### src/rtl/add_sub_seq.sv
// Slice-serial two's-complement adder/subtractor with valid/ready handshakes and registered flags.
// Optional ADD_SUB_SAT_EN macro enables signed saturation of the final result.
module add_sub_seq #(
  parameter int WIDTH = 16,
  parameter int SLICE = 4
) (
  input  logic             clk,
  input  logic             rst_n,
  input  logic             in_valid,
  output logic             in_ready,
  input  logic [WIDTH-1:0] A,
  input  logic [WIDTH-1:0] B,
  input  logic             Cin,
  input  logic             Ctr,
  output logic             out_valid,
  input  logic             out_ready,
  output logic [WIDTH-1:0] S,
  output logic             Cout,
  output logic             V,
  output logic             Z
);

  localparam int N   = WIDTH / SLICE;
  localparam int CW  = (N > 1) ? $clog2(N) : 1;
  localparam int MSB = WIDTH - 1;

  typedef enum logic [1:0] {
    IDLE,
    CALC,
    DONE
  } state_t;

  state_t           r_state;
  logic [WIDTH-1:0] r_a;
  logic [WIDTH-1:0] r_b;
  logic             r_carry;
  logic [CW-1:0]    r_cnt;
  logic [WIDTH-1:0] r_acc;
  logic             r_in_ready;
  logic             r_out_valid;
  logic [WIDTH-1:0] r_s;
  logic             r_cout;
  logic             r_v;
  logic             r_z;

  logic [SLICE-1:0] w_sa;
  logic [SLICE-1:0] w_sb;
  logic [SLICE:0]   w_sum;
  logic [WIDTH-1:0] w_part;
  logic [WIDTH-1:0] w_res;
  logic             w_last;
  logic             w_v;

  // Select the active slice and merge its sum into the partial result.
  // NOTE: every always_comb output gets a default first so no latch is inferred.
  always_comb begin
    w_sa   = '0;
    w_sb   = '0;
    w_part = r_acc;
    for (int i = 0; i < N; i++) begin
      if (i == int'(r_cnt)) begin
        w_sa = r_a[i*SLICE +: SLICE];
        w_sb = r_b[i*SLICE +: SLICE];
      end
    end
    w_sum = {1'b0, w_sa} + {1'b0, w_sb} + {{SLICE{1'b0}}, r_carry};
    for (int i = 0; i < N; i++) begin
      if (i == int'(r_cnt)) begin
        w_part[i*SLICE +: SLICE] = w_sum[SLICE-1:0];
      end
    end
  end

  // Carry into the MSB equals a ^ b ^ sum at that bit, so V needs no extra adder.
  assign w_last = (r_cnt == CW'(N - 1));
  assign w_v    = r_a[MSB] ^ r_b[MSB] ^ w_part[MSB] ^ w_sum[SLICE];

`ifdef ADD_SUB_SAT_EN
  always_comb begin
    w_res = w_part;
    if (w_v) begin
      w_res = r_a[MSB] ? {1'b1, {(WIDTH-1){1'b0}}} : {1'b0, {(WIDTH-1){1'b1}}};
    end
  end
`else
  assign w_res = w_part;
`endif

  // NOTE: sequential state uses non-blocking assignments only, so all registers update together.
  always_ff @(posedge clk or negedge rst_n) begin
    if (!rst_n) begin
      r_state     <= IDLE;
      r_a         <= '0;
      r_b         <= '0;
      r_carry     <= 1'b0;
      r_cnt       <= '0;
      r_acc       <= '0;
      r_in_ready  <= 1'b1;
      r_out_valid <= 1'b0;
      r_s         <= '0;
      r_cout      <= 1'b0;
      r_v         <= 1'b0;
      r_z         <= 1'b0;
    end else begin
      case (r_state)
        IDLE: begin
          if (in_valid) begin
            r_a        <= A;
            r_b        <= B ^ {WIDTH{Ctr}};
            r_carry    <= Cin | Ctr;
            r_cnt      <= '0;
            r_acc      <= '0;
            r_in_ready <= 1'b0;
            r_state    <= CALC;
          end
        end
        CALC: begin
          r_acc   <= w_part;
          r_carry <= w_sum[SLICE];
          if (w_last) begin
            r_s         <= w_res;
            r_cout      <= w_sum[SLICE];
            r_v         <= w_v;
            r_z         <= (w_res == '0);
            r_out_valid <= 1'b1;
            r_state     <= DONE;
          end else begin
            r_cnt <= r_cnt + 1'b1;
          end
        end
        DONE: begin
          if (out_ready) begin
            r_out_valid <= 1'b0;
            r_in_ready  <= 1'b1;
            r_state     <= IDLE;
          end
        end
        default: begin
          r_state     <= IDLE;
          r_in_ready  <= 1'b1;
          r_out_valid <= 1'b0;
        end
      endcase
    end
  end

  assign in_ready  = r_in_ready;
  assign out_valid = r_out_valid;
  assign S         = r_s;
  assign Cout      = r_cout;
  assign V         = r_v;
  assign Z         = r_z;

endmodule

### config.mk
export PLATFORM = sky130hd
export DESIGN_NAME = add_sub_seq
export DESIGN_NICKNAME = d
export VERILOG_FILES = /design/src/rtl/add_sub_seq.sv
export SDC_FILE = /design/constraint.sdc
export NUM_CORES = 1
export LEC_CHECK = 0
export ABC_AREA = 1
export CAP_MARGIN = 10
export CELL_PAD_IN_SITES_DETAIL_PLACEMENT = 1
export CELL_PAD_IN_SITES_GLOBAL_PLACEMENT = 1
export CORE_MARGIN = 4
export CORE_UTILIZATION = 36
export DETAILED_ROUTE_END_ITERATION = 7
export GPL_TIMING_DRIVEN = 0
export PLACE_DENSITY = 0.73
export SLEW_MARGIN = 40
export SYNTH_ARGS = -nofsm -noshare
export SYNTH_HDL_FRONTEND = slang
export SYNTH_SLANG_ARGS = --single-unit
export TNS_END_PERCENT = 10
### constraint.sdc
create_clock -name clk -period 2.6 [get_ports clk]
set_input_delay 0.52 -clock clk [delete_from_list [all_inputs] [get_ports clk]]
set_output_delay 0.52 -clock clk [all_outputs]
set_load 0.1 [all_outputs]
==> summary.md <==
| Metric | Value |
|---|---|
| Most common cell in the synthesized netlist | nand2_1 |
| Final core occ | 49.3% |
| Final setup fails | 7 |
| Fin worst setup slack | -0.305 ns |
| Post-synth top area cell | dfrtp_1 |
| Area grow syn2layout | 33.0% |
| Nets | 581 |
| RSZ-0062 raised after global routing | true |
| Achievable Freq | 344 MHz |
| Worst path buffer plus inverter count | 4 |
| Core ar. | 9820 um^2 |
| H-tree depth | 3 |
| Die area | 11800 um^2 |
| Delay-heaviest family, CP | adder cells |
| CP Max Fanout | 4 |
| Crit Path Category | flop to flop |
| Detail Placement HPWL | 7.23 mm |
| Worst Hold Class | input pin to async pin |
| R2R Setup Slk | -0.31 ns |
| GPL Wtd Cong | 0.782 |
| Max-cap violations | 0 |
| Fin crit period | 2.91 ns |
| Pin count of the biggest net entering global routing | 51 |
| WP data required | 2.90 ns |
| Tot GR Track Use | 19.2% |
| Initial Utilization | 37.1% |
| Num CTS Buffers | 9 |
| Layout cell share with drive strength beyond 1 | 23.2% |
| Port buffer count | 57 |
| List of most frequent post-synthesis cells | nand2_1, dfrtp_1, o21ai_0 |
| Fill count | 1228 |
| Total number of vias | 3293 |
| Mean Syn Cell Area | 8.18 um^2 |
| Total Wirelength | 10.5 mm |
| WL/cell | 15.6 um |
| Site row count | 36 |
| Post-Place Setup Slack | -0.840 ns |
| Register area share after synthesis | 50.9% |
| Initial antenna violation count | 0 |
| Vias in the first global route | 3409 |
| Critical path capture point type | flop |
| Critical Path AT | 3.20 ns |
| Vias per inst | 4.90 |
| Largest cells by area after synthesis | dfrtp_1, nand2_1, o21ai_0 |
| Delay of the slowest critical-path stage | 0.59 ns |
| Syn Nets | 492 |
| Grt total ovfl | 0 |
| Worst-Skew Late Latency | 0.36 ns |
| Clk_skew | 0.00947 ns |
| Fin. Hold Viols | 0 |
| CTS tree | done |
| Die height | 109 um |
| Starting DRT DRC Count | 120 |
| Yosys warnings | 0 |
| #FFs+latches synth | 74 |
| Placed insts | 636 |
| Sum of negative setup slack | -0.502 ns |
| Clk sink count | 74 |
| Distinct cell type count after synthesis | 27 |
| Measured slew at the worst slew-check pin | 0.497 ns |
| Post-synth EDFFs | 0 |
| DRT Pass-1 Iters | 4 |
| Relative slew margins | 66.9% |
| Fin cells | 672 |
| Ys async rst share | 100% |
| Slew Limit Fails | 0 |
| CTS Root Cell | clkbuf_8 |
| Die span in x | 109 um |
| # diodes | 0 |
| Clk pin slew, worst setup/hold paths | 0.08 ns |
| Most used DFF post-synth | dfrtp_1 |
| Status | finished with violations |
| Violated checks | negative setup slack |
| Synthesized area | 3640 um^2 |
| # IOs | 59 |
| Post-Syn Instances | 445 |
| Maximum buffer depth of the clock tree | 2 |
| CP max-delay cell | fa_2 |
| CP Launch Type | flop |
| Final period utilization | 112% |
| Routed Antenna Nets | 0 |
| Post-synth top area share | 50.2% |
| Drt drc | 0 |
| First-pass GRT wire length | 17.3 mm |
| Crit-path cells | inv_4 > ha_4 > nand2_4 > inv_4 > nand2_2 > a21oi_2 > a21oi_2 > a21oi_2 > fa_2 > inv_2 > fa_2 > inv_2 > nand2_2 > nand2_2 > nor2_1 > nand2_1 > nor2_1 > nand3_1 > nor2_2 > nand2_1 > nand2_1 |
final cells by class:
class                           count  area [um^2]  share of cell area [%]
Clock buffer                       16          180                    3.72
Timing Repair Buffer               78          644                    13.3
Sequential cell                    74         1850                    38.3
Tap cell                          133          166                    3.44
Multi-Input combinational cell    325         1770                    36.5
Buffer                             18          116                    2.40
Inverter                           28          113                    2.33
layout by cell type (no fill, tap or decap), types with 2 or more instances in the layout:
master / synthesis / routed
a22oi_1: 3 / 2
inv_4: 0 / 3
inv_2: 7 / 12
nand2_2: 1 / 11
a21oi_1: 15 / 11
nand2_1: 173 / 161
a21oi_2: 0 / 4
buf_6: 2 / 2
dfrtp_1: 73 / 72
nand3_2: 0 / 2
buf_2: 11 / 30
a22oi_2: 1 / 2
ha_4: 0 / 5
clkbuf_1: 4 / 8
fa_2: 0 / 2
clkdlybuf4s50_1: 0 / 35
o21ai_1: 14 / 12
o21ai_0: 36 / 32
inv_1: 21 / 13
nand2_4: 0 / 2
o22ai_1: 4 / 4
nand3_1: 28 / 26
o21ai_2: 0 / 6
clkbuf_8: 0 / 12
buf_4: 1 / 22
buf_8: 0 / 2
nor2_1: 18 / 17
xnor2_1: 17 / 17
layer usage:
metal,vias up,global-route usage [%],share of wire (%)
li1,1599,-,-
met1,1629,23.3,45
met2,55,34.3,50
met3,10,4.36,3.6
met4,0,4.51,1.3
met5,-,0,0
metrics by stage:
stage	hold WS [ns]	instance area [um^2]
after floorplan	0.224	3650
after global placement	0.456	4390
after detailed placement	0.400	4310
after CTS	0.00801	4710
after global routing	0.00662	4840
final	0.0125	4840
registers in the layout, indices dropped and copies added, names as in the netlist:
register and count:
Z 1, r_carry 1, r_b 16, S 16
in_ready 1, r_a 16, out_valid 1, r_acc 16
r_state 2, r_cnt 2, V 1, Cout 1
cell families (layout without fill, tap and decap cells):
| kind of cell | count (synthesis) | after routing | synth area share, % |
|---|---|---|---|
| compound gates | 76 | 76 | 11.2 |
| xor+xnor | 18 | 18 | 4.33 |
| fa+ha+maj | 9 | 9 | 3.51 |
| buf+inv | 46 | 140 | 5.64 |
| flops | 74 | 74 | 50.9 |
| simple gates | 222 | 222 | 24.4 |
path summary, 6_finish.rpt:
path | from | end | cells past startpoint
setup / recovery | r_cnt[0] | Z | 21
hold / removal | rst_n | S[8] | 1
setup reg to reg | r_cnt[0] | Z | 21
hold reg to reg | S[9] | S[9] | 2
max in group asynchronous | rst_n | r_carry | 2
min in group clk | S[9] | S[9] | 2
repair_timing:
action,in CTS,in global routing
setup buffers,14,6
pin swaps,17,17
resized for setup,34,25
hold buffers,0,0
endpoints found under the setup margin,32,29
Power is not shown: default switching activity piles up to over one toggle a cycle in this logic, so the estimate is an artifact.
